## src/rtl/p2s_tx_pkg.sv

```systemverilog
// Shared definitions for the parallel-to-serial transmitter and its s2p peer.
`timescale 1ns/1ps
package p2s_tx_pkg;

  // Word width shared with s2p so both ends of the serial link agree.
  localparam int P2S_DEFAULT_WIDTH = 4;

  // Shifter state: empty, or actively driving bits onto so.
  typedef enum logic [0:0] {
    ST_IDLE  = 1'b0,
    ST_SHIFT = 1'b1
  } state_e;

endpackage : p2s_tx_pkg

```

## src/rtl/p2s_hold_buf.sv

```systemverilog
// One-word holding buffer between the input handshake and the shifter.
// Owns the full flag and the registered ready that the source sees.
`timescale 1ns/1ps
module p2s_hold_buf
  import p2s_tx_pkg::*;
#(
  parameter int WIDTH = P2S_DEFAULT_WIDTH
) (
  input  logic             clk,
  input  logic             rst_n,
  input  logic             load_i,       // accepted word goes into the buffer
  input  logic             drain_i,      // shifter takes the buffered word
  input  logic [WIDTH-1:0] data_i,
  output logic [WIDTH-1:0] data_o,
  output logic             full_o,
  output logic             full_next_o,  // occupancy after the coming edge
  output logic             ready_o
);

  logic             full_q, full_d;
  logic             ready_q;
  logic [WIDTH-1:0] data_q;

  // A load always wins; otherwise a drain empties the entry.
  always_comb begin
    full_d = load_i | (full_q & ~drain_i);
  end

  // Full flag and ready; ready stays low during reset and rises one edge after.
  always_ff @(posedge clk or negedge rst_n) begin
    if (!rst_n) begin
      full_q  <= 1'b0;
      ready_q <= 1'b0;
    end else begin
      // NOTE: non-blocking assignments in clocked blocks, so every register
      // samples pre-edge values regardless of statement order.
      full_q  <= full_d;
      ready_q <= ~full_d;
    end
  end

  // Buffered word payload, written only on load.
  // NOTE: data registers carry no reset; the full flag alone says whether
  // the contents are meaningful, so resetting them would be dead logic.
  always_ff @(posedge clk) begin
    if (load_i) data_q <= data_i;
  end

  assign data_o      = data_q;
  assign full_o      = full_q;
  assign full_next_o = full_d;
  assign ready_o     = ready_q;

endmodule : p2s_hold_buf

```

## src/rtl/p2s_tx.sv

```systemverilog
// Parallel-to-serial transmitter: valid/ready word input, one bit per clock
// on so with dat_en marking each valid bit. A holding buffer lets words
// stream back to back with no gap in dat_en.
`timescale 1ns/1ps
module p2s_tx
  import p2s_tx_pkg::*;
#(
  parameter  int WIDTH     = P2S_DEFAULT_WIDTH,
  parameter  bit MSB_FIRST = 1'b1,
  localparam int CNT_W     = $clog2(WIDTH)
) (
  input  logic             clk,
  input  logic             rst_n,
  input  logic [WIDTH-1:0] din,
  input  logic             din_valid,
  output logic             din_ready,
  output logic             so,
  output logic             dat_en,
  output logic             busy
);

  state_e           state_q, state_d;
  logic [CNT_W-1:0] cnt_q, cnt_d;
  logic [WIDTH-1:0] sh_q, sh_d;
  logic [WIDTH-1:0] shifted;
  logic             so_q, so_d;
  logic             dat_en_q;
  logic             busy_q;

  logic             accept;
  logic             last_bit;
  logic             buf_load, buf_drain;
  logic [WIDTH-1:0] buf_data;
  logic             buf_full, buf_full_next, buf_ready;

  // Bit currently presented on the line for a given shifter content.
  function automatic logic head_bit(input logic [WIDTH-1:0] w);
    return MSB_FIRST ? w[WIDTH-1] : w[0];
  endfunction

  p2s_hold_buf #(.WIDTH(WIDTH)) u_hold_buf (
    .clk         (clk),
    .rst_n       (rst_n),
    .load_i      (buf_load),
    .drain_i     (buf_drain),
    .data_i      (din),
    .data_o      (buf_data),
    .full_o      (buf_full),
    .full_next_o (buf_full_next),
    .ready_o     (buf_ready)
  );

  assign accept   = din_valid & buf_ready;
  assign last_bit = (cnt_q == CNT_W'(WIDTH - 1));
  assign shifted  = MSB_FIRST ? {sh_q[WIDTH-2:0], 1'b0} : {1'b0, sh_q[WIDTH-1:1]};

  // Next-state for FSM, bit counter, shifter and buffer strobes.
  always_comb begin
    // NOTE: every signal assigned here gets a default first, so no path
    // through the case leaves one unassigned and no latch is inferred.
    state_d   = state_q;
    cnt_d     = cnt_q;
    sh_d      = sh_q;
    buf_load  = 1'b0;
    buf_drain = 1'b0;
    case (state_q)
      ST_IDLE: begin
        if (accept) begin
          state_d = ST_SHIFT;
          cnt_d   = '0;
          sh_d    = din;
        end
      end
      ST_SHIFT: begin
        if (last_bit) begin
          cnt_d = '0;
          if (buf_full) begin
            sh_d      = buf_data;
            buf_drain = 1'b1;
          end else if (accept) begin
            sh_d = din;                 // bypass straight into the shifter
          end else begin
            state_d = ST_IDLE;
          end
        end else begin
          cnt_d = cnt_q + 1'b1;
          sh_d  = shifted;
          if (accept) buf_load = 1'b1;
        end
      end
    endcase
    so_d = (state_d == ST_SHIFT) ? head_bit(sh_d) : 1'b0;
  end

  // Control state and registered outputs.
  always_ff @(posedge clk or negedge rst_n) begin
    if (!rst_n) begin
      state_q  <= ST_IDLE;
      cnt_q    <= '0;
      so_q     <= 1'b0;
      dat_en_q <= 1'b0;
      busy_q   <= 1'b0;
    end else begin
      state_q  <= state_d;
      cnt_q    <= cnt_d;
      so_q     <= so_d;
      dat_en_q <= (state_d == ST_SHIFT);
      busy_q   <= (state_d == ST_SHIFT) | buf_full_next;
    end
  end

  // Shift register payload; only meaningful while in ST_SHIFT.
  always_ff @(posedge clk) begin
    sh_q <= sh_d;
  end

  assign din_ready = buf_ready;
  assign so        = so_q;
  assign dat_en    = dat_en_q;
  assign busy      = busy_q;

endmodule : p2s_tx

```

## config.mk

```make
export PLATFORM = sky130hd
export DESIGN_NAME = p2s_tx
export DESIGN_NICKNAME = d
export VERILOG_FILES = /design/src/rtl/p2s_tx_pkg.sv /design/src/rtl/p2s_hold_buf.sv /design/src/rtl/p2s_tx.sv
export SDC_FILE = /design/constraint.sdc
export NUM_CORES = 1
export LEC_CHECK = 0
export CORE_AREA = 10 10 47 49
export CTS_CLUSTER_SIZE = 25
export DETAILED_ROUTE_END_ITERATION = 7
export DIE_AREA = 0 0 57 59
export GPL_TIMING_DRIVEN = 0
export HOLD_SLACK_MARGIN = 0.15
export PLACE_DENSITY = 0.69
export SKIP_CTS_REPAIR_TIMING = 1
export SYNTH_ARGS = -nofsm -noshare
export SYNTH_HDL_FRONTEND = slang
export SYNTH_SLANG_ARGS = --single-unit
```

## constraint.sdc

```tcl
create_clock -name clk -period 2.1 [get_ports clk]
set_input_delay 0.42 -clock clk [delete_from_list [all_inputs] [get_ports clk]]
set_output_delay 0.42 -clock clk [all_outputs]
set_load 0.1 [all_outputs]
```

==> run_results.csv, run 1 <==
group,metric,value,unit
worst_setup_path,critPathCaptureType,"output pin",
global_route,antenna_found_initial,0,
flow_run,cap_violations,0,
worst_hold_path,min_path_type,"primary input to asynchronous set/reset pin",
worst_setup_path,crit_type,"flop to output pin",
logic_synthesis,ys_seq_area_share,60.7,%
worst_setup_path,worstPathArrival,1530,ps
cts,numCtsBuffers,3,
logic_synthesis,ys_types,22,
sta,worst_pin_slew,968,ps
sta,tns,0,ps
layout,area_growth,28.4,%
routing,drtIter0Drc,11,
worst_setup_path,crit_path_end,"din_ready",
floorplan,die_x,57,µm
sta,finalSetupViolations,0,
status,status,"complete, no violations",
worst_setup_path,r2r-start,"cnt_q[0]$_DFFE_PN0P_",
global_route,grt_max_degree,11,
global_route,grtUsageMet2,11.6,%
placement,place_congestion,0.737,
worst_setup_path,reg2reg_slack,520,ps
sta,max_slew_margin,35.4,%
sta,post-route-period-util,92.7,%
worst_setup_path,rr_worst_depth,5,
sta,fmax,514,MHz
routing,vias,422,
logic_synthesis,syn-num-nets,59,
worst_setup_path,start_kind,"flop",
cts,cts_sinks,14,
sta,fin_crit,1950,ps
global_route,gr-usage-met1,7.02,%
sta,grt_setup_unrepaired,"no",
sta,hold_viol,0,
cts,cts.path.max_buffers,2,
worst_setup_path,cp_slowest_stage_delay,790,ps
worst_setup_path,critPathTopFamily,"buffers and inverters",
worst_setup_path,required,1680,ps
global_route,grt_pass1_wl,1770,µm
logic_synthesis,ys_warn_count,0,
floorplan,num_io_pins,11,
sta,slew_violations,0,
worst_setup_path,cp-startpoint,"u_hold_buf.ready_o$_DFF_PN0_",
global_route,grt.busiest_layer,"met2",
cts,clkTransAtPathRegs,80,ps
logic_synthesis,syn-cell-area,586,µm²
floorplan,die_y,59,µm
layout,mostFrequentLayoutCells,"nand2_1, dfrtp_1, clkdlybuf4s50_1",
layout,num_antenna_cells,0,
routing,wirelength,1050,µm
layout,fillCellCount,137,
routing,drc,0,
cts,htreeDepth,1,
global_route,met3_usage,2.36,%
global_route,grt_usage,6.79,%
floorplan,dieArea,3360,µm²
worst_setup_path,crit_path_top_delay_cell,"dlymetal6s2s_1",
worst_setup_path,path_buf_inv,1,
floorplan,rows,14,
logic_synthesis,synthCells,51,
worst_setup_path,timing.rr.end,"u_hold_buf.data_o[0]$_DFFE_PP_",
global_route,grt_pass1_vias,434,
cts,cts_tree,"built",
routing,routedWlPerCell,13.0,µm
layout,mostFrequentLayoutCell,"nand2_1",
floorplan,start_util,41.8,%
worst_setup_path,worst-path-max-fanout,6,
worst_setup_path,cp_num_cells,1,
placement,hpwlAfterDp,808,µm
global_route,grt_overflow,0,
placement,place.port_buffers,10,
layout,layout.nets,74,
routing,vias_per_cell,5.21,
cts,clk_latency,270,ps
routing,drtAntennaViolNets,0,
worst_setup_path,worstPathCellList,"dlymetal6s2s_1",
floorplan,core,1400,µm²
routing,drt_pass1_iterations,4,
layout,drive_gt1_share,15.4,%
sta,finClkSkew,3.28,ps
logic_synthesis,ys_ff_latch,14,
logic_synthesis,syn_area_per_cell,11.5,µm²
cts,clockRootBuffer,"clkbuf_4",
logic make-up after synthesis:
family	after synthesis	share of synthesized area [%]
buffers and inverters	4	2.99
multiplexers	1	2.56
adder cells (fa/ha/maj)	1	2.14
AO/OA/AOI/OAI	12	15.4
flip-flops	14	60.7
AND/OR/NAND/NOR	19	16.2
routing by layer:
layer / share of wire (%) / vias to the layer above / wire, µm
li1: - / 211 / -
met1: 45 / 198 / 470
met2: 49 / 11 / 515
met3: 4.5 / 2 / 47
met4: 1.4 / 0 / 15
met5: 0 / - / 0
worst min-delay path by stage:
stage                    start                   end  slack [ps]  depth (start not counted)
2_1_floorplan            rst_n        busy$_DFF_PN0_         120                          0
3_3_place_gp   sh_q[2]$_DFF_P_       sh_q[2]$_DFF_P_         480                          2
3_5_place_dp   sh_q[2]$_DFF_P_       sh_q[2]$_DFF_P_         490                          2
4_1_cts                  rst_n  cnt_q[1]$_DFFE_PN0P_         400                          1
5_1_grt                  rst_n  cnt_q[0]$_DFFE_PN0P_         420                          1
6_report                 rst_n  cnt_q[1]$_DFFE_PN0P_         400                          1
synth_stat cells:
library cell  number  share of area, %
mux2_4             1               2.6
o21ai_2            1               1.5
o22ai_1            2               2.1
o21a_1             1               1.3
nand2_1           10               6.4
buf_2              2               1.7
a21oi_1            1              0.85
a21o_1             1               1.3
and3b_1            1               1.5
nand2_4            1               1.9
o2bb2ai_2          1               2.6
nor2_1             2               1.3
dfrtp_1            7                30
inv_1              2               1.3
dfxtp_1            3                10
nand3_1            3               2.6
ha_1               1               2.1
a31oi_1            1               1.1
nand3b_1           2               2.6
a32oi_1            2               3.0
edfxtp_1           4                21
o21ai_0            2               1.7
metrics by stage:
| stage | setup slack [ps] | utilization (%) | hold WS (ps) | cell area [µm²] | cells |
|---|---|---|---|---|---|
| floorplan | 221 | - | 124 | 586 | 51 |
| global placement | 51.4 | 50.4 | 480 | 706 | 77 |
| detailed placement | 50.3 | 50.4 | 487 | 706 | 77 |
| CTS | -263 | 52.9 | 403 | 742 | 81 |
| global route | 83.2 | 53.7 | 417 | 752 | 81 |
| finish | 153 | 53.7 | 397 | 752 | 81 |
area by class of cell:
cell class / instances / area (µm²) / area share [%]
well taps: 16 / 20.0 / 2.66
repair buffers: 10 / 110 / 14.6
clock buffers: 4 / 36.3 / 4.83
flip-flops and latches: 14 / 355 / 47.3
inverters: 2 / 7.51 / 0.998
plain buffers: 2 / 10.0 / 1.33
multi-input cells: 33 / 213 / 28.3
sequential cells by signal, indices dropped and copies added, names as in the netlist:
signal              count
busy                    1
cnt_q                   2
dat_en                  1
sh_q                    3
so                      1
u_hold_buf.data_o       4
u_hold_buf.full_o       1
u_hold_buf.ready_o      1
Power of run 1 is not shown: default switching activity piles up to over one toggle a cycle in this logic, so the estimate is an artifact.
==> run 2: changes to the inputs <==
clock period = 2.4 ns   (was 2.1 ns; I/O delays follow)
==> run_results.csv, run 2 (synthesis gave the netlist of run 1 again) <==
group,metric,value,unit
status,status,"complete, no violations",
floorplan,core,1400,µm²
sta,post-route-period-util,94.8,%
global_route,gr-usage-met1,7.02,%
worst_hold_path,min_path_type,"primary input to asynchronous set/reset pin",
routing,wirelength,1050,µm
cts,numCtsBuffers,3,
global_route,met3_usage,2.36,%
worst_setup_path,rr_worst_depth,5,
worst_setup_path,cp_num_cells,1,
floorplan,die_x,57,µm
placement,place_congestion,0.737,
flow_run,cap_violations,0,
layout,fillCellCount,138,
routing,vias,424,
cts,clockRootBuffer,"clkbuf_4",
floorplan,die_y,59,µm
worst_setup_path,crit_path_top_delay_cell,"clkdlybuf4s50_1",
layout,final_area,744,µm²
sta,finClkSkew,3.28,ps
global_route,grtUsageMet2,11.6,%
worst_setup_path,required,1920,ps
sta,worst_pin_slew,968,ps
routing,vias_per_cell,5.23,
floorplan,dieArea,3360,µm²
sta,fin_crit,2280,ps
sta,hold_viol,0,
routing,drtAntennaViolNets,0,
sta,finalSetupViolations,0,
placement,post-place-ws,290,ps
layout,area_growth,27.1,%
worst_setup_path,crit_type,"flop to output pin",
routing,drtIter0Drc,11,
cts,cts.path.max_buffers,2,
global_route,grt_usage,6.79,%
worst_setup_path,path_buf_inv,1,
global_route,grt_pass1_vias,434,
layout,drive_gt1_share,15.4,%
sta,setup_ws,124,ps
cts,cts_sinks,14,
placement,place.port_buffers,10,
global_route,grt.busiest_layer,"met2",
routing,drt_pass1_iterations,4,
layout,multi_input_area,213,µm²
global_route,grt_pass1_wl,1770,µm
floorplan,rows,14,
layout,largest_reg_flops,4,
layout,ff_latch_area,355,µm²
layout,num_antenna_cells,0,
worst_setup_path,worstPathArrival,1800,ps
routing,drc,0,
global_route,antenna_found_initial,0,
worst_setup_path,worstPathCellList,"clkdlybuf4s50_1",
cts,htreeDepth,1,
placement,hpwlAfterDp,808,µm
routing,routedWlPerCell,13.0,µm
global_route,grt_overflow,0,
worst_setup_path,worst-path-max-fanout,3,
global_route,grt_max_degree,11,
placement,postPlaceCellArea,706,µm²
worst_setup_path,start_kind,"flop",
cts,clkTransAtPathRegs,80,ps
sta,fmax,439,MHz
floorplan,start_util,41.8,%
worst_setup_path,cp_slowest_stage_delay,1150,ps
layout,mostFrequentLayoutCells,"nand2_1, clkdlybuf4s50_1, dfrtp_1",
worst_setup_path,critPathTopFamily,"buffers and inverters",
cts,cts_tree,"built",
worst_setup_path,critPathCaptureType,"output pin",
cts,clk_latency,270,ps
sta,grt_setup_unrepaired,"no",
sta,slew_violations,0,
floorplan,num_io_pins,11,
layout,mostFrequentLayoutCell,"nand2_1",
sta,max_slew_margin,35.3,%
layout,layout.nets,74,
==> run 2: cell types whose count changed in the layout (fill, tap and decap cells not counted), sizes merged <==
cell,delta
dlymetal6s2s,-3
clkdlybuf4s50,+3
==> run 2: worst reg2reg max path: cells and delay by family, from the launching register on <==
kind          cells  cell delay, ps
flops             1             410
simple gates      2             390
buf+inv           2             260
fa+ha+maj         1             200
==> run 2: worst paths after layout <==
check,start,to,slack (ps)
hold / removal,rst_n,cnt_q[1]$_DFFE_PN0P_,460
max in group asynchronous,rst_n,so$_DFF_PN0_,1710
setup / recovery,dat_en$_DFF_PN0_,dat_en,120
hold reg to reg,sh_q[2]$_DFF_P_,sh_q[2]$_DFF_P_,490
setup reg to reg,cnt_q[0]$_DFFE_PN0P_,u_hold_buf.data_o[0]$_DFFE_PP_,820
min in group clk,sh_q[2]$_DFF_P_,sh_q[2]$_DFF_P_,490
==> run 2: per-stage QoR <==
step	utilization, %	setup TNS, ps	hold WS [ps]	instances
global route	53.1	0	477	81
detailed placement	50.4	0	487	77
global placement	50.4	0	480	77
floorplan	-	0	184	51
finish	53.1	0	457	81
CTS	52.9	-23.0	463	81
==> run 2: routing by layer <==
metal | share of wire (%) | wire (µm)
met5 | 0 | 0
met2 | 49 | 514
met3 | 4.5 | 47
met1 | 45 | 471
met4 | 1.4 | 15
==> run 2: area by class of cell <==
| class | count | area share, % |
|---|---|---|
| well taps | 16 | 2.69 |
| plain buffers | 2 | 1.34 |
| flip-flops and latches | 14 | 47.7 |
| multi-input cells | 33 | 28.6 |
| clock buffers | 4 | 4.87 |
| repair buffers | 10 | 13.8 |
| inverters | 2 | 1.01 |
Power of run 2 is left out for the same reason.
==> run 3: changes to the inputs <==
==> constraint.sdc (replaced) <==
create_clock -name clk -period 2.4 [get_ports clk]
set_input_delay 0.24 -clock clk [delete_from_list [all_inputs] [get_ports clk]]
set_output_delay 0.24 -clock clk [all_outputs]
set_load 0.1 [all_outputs]
==> run_results.csv, run 3 (synthesis gave the netlist of run 1 again) <==
group,metric,value,unit
status,status,"complete, no violations",
layout,drive_gt1_share,15.4,%
global_route,grt_overflow,0,
cts,clockRootBuffer,"clkbuf_4",
layout,fillCellCount,138,
worst_setup_path,worstPathArrival,1930,ps
worst_hold_path,min_path_type,"primary input to asynchronous set/reset pin",
sta,hold_viol,0,
layout,layout.nets,74,
routing,routedWlPerCell,13.0,µm
routing,wirelength,1050,µm
routing,drc,0,
placement,postPlaceCellArea,706,µm²
floorplan,die_x,57,µm
routing,drtAntennaViolNets,0,
floorplan,rows,14,
placement,hpwlAfterDp,808,µm
worst_setup_path,timing.rr.end,"u_hold_buf.data_o[0]$_DFFE_PP_",
sta,fin_crit,2170,ps
routing,vias,424,
routing,drt_pass1_iterations,4,
sta,worst_pin_slew,970,ps
layout,largest_reg_flops,4,
global_route,grt_max_degree,11,
floorplan,dieArea,3360,µm²
worst_setup_path,reg2reg_slack,820,ps
worst_setup_path,critPathTopFamily,"buffers and inverters",
global_route,gr-usage-met1,7.02,%
global_route,grt_pass1_wl,1770,µm
worst_setup_path,required,2160,ps
floorplan,die_y,59,µm
sta,fmax,462,MHz
cts,numCtsBuffers,3,
worst_setup_path,critPathCaptureType,"output pin",
worst_setup_path,crit_path_top_delay_cell,"clkdlybuf4s50_1",
layout,area_growth,26.7,%
cts,cts_sinks,14,
placement,place_congestion,0.737,
global_route,grt_pass1_vias,434,
sta,tns,0,ps
cts,htreeDepth,1,
worst_setup_path,crit_type,"flop to output pin",
layout,multi_input_area,213,µm²
worst_setup_path,worst-path-max-fanout,6,
sta,finalSetupViolations,0,
flow_run,cap_violations,0,
layout,final_area,742,µm²
routing,vias_per_cell,5.23,
floorplan,num_io_pins,11,
placement,place.port_buffers,10,
layout,ff_latch_area,355,µm²
global_route,met3_usage,2.36,%
worst_setup_path,rr_worst_depth,5,
sta,grt_setup_unrepaired,"no",
worst_setup_path,r2r-start,"cnt_q[0]$_DFFE_PN0P_",
worst_setup_path,path_buf_inv,1,
worst_setup_path,worstPathCellList,"clkdlybuf4s50_1",
floorplan,core,1400,µm²
global_route,antenna_found_initial,0,
layout,mostFrequentLayoutCells,"nand2_1, clkdlybuf4s50_1, dfrtp_1",
sta,post-route-period-util,90.3,%
routing,drtIter0Drc,11,
sta,max_slew_margin,35.1,%
global_route,grt_usage,6.79,%
cts,cts.path.max_buffers,2,
worst_setup_path,cp_slowest_stage_delay,1180,ps
cts,clk_latency,270,ps
global_route,grtUsageMet2,11.6,%
layout,num_antenna_cells,0,
sta,finClkSkew,3.30,ps
cts,clkTransAtPathRegs,80,ps
global_route,grt.busiest_layer,"met2",
cts,cts_tree,"built",
floorplan,start_util,41.8,%
sta,slew_violations,0,
worst_setup_path,start_kind,"flop",
==> run 3: worst max-delay path by stage <==
stage                                       startpoint                              to  slack, ps  cells after the start
after floorplan                       dat_en$_DFF_PN0_  u_hold_buf.data_o[0]$_DFFE_PP_        520                      3
after global placement    u_hold_buf.ready_o$_DFF_PN0_                       din_ready        530                      1
after detailed placement  u_hold_buf.ready_o$_DFF_PN0_                       din_ready        530                      1
after CTS                 u_hold_buf.ready_o$_DFF_PN0_                       din_ready        220                      1
after global routing      u_hold_buf.ready_o$_DFF_PN0_                       din_ready        150                      1
final                     u_hold_buf.ready_o$_DFF_PN0_                       din_ready        230                      1
==> run 3: layout make-up <==
cell class	instances	area share, %
plain buffers	2	1.35
clock buffers	4	4.89
inverters	2	1.01
multi-input cells	33	28.7
flip-flops and latches	14	47.9
well taps	16	2.70
repair buffers	10	13.5
==> run 3: stage by stage <==
step	instances	setup WS [ps]	hold slack (ps)	utilization, %
2_1_floorplan	51	521	-55.6	-
3_3_place_gp	77	531	480	50.4
3_5_place_dp	77	530	487	50.4
4_1_cts	81	217	223	52.9
5_1_grt	81	151	237	52.9
6_report	81	233	217	52.9
==> run 3: layer usage <==
layer	wire (µm)	vias to the layer above
met5	0	-
met4	15	0
met3	50	2
met2	513	11
met1	470	200
li1	-	211
Power of run 3 is left out for the same reason.
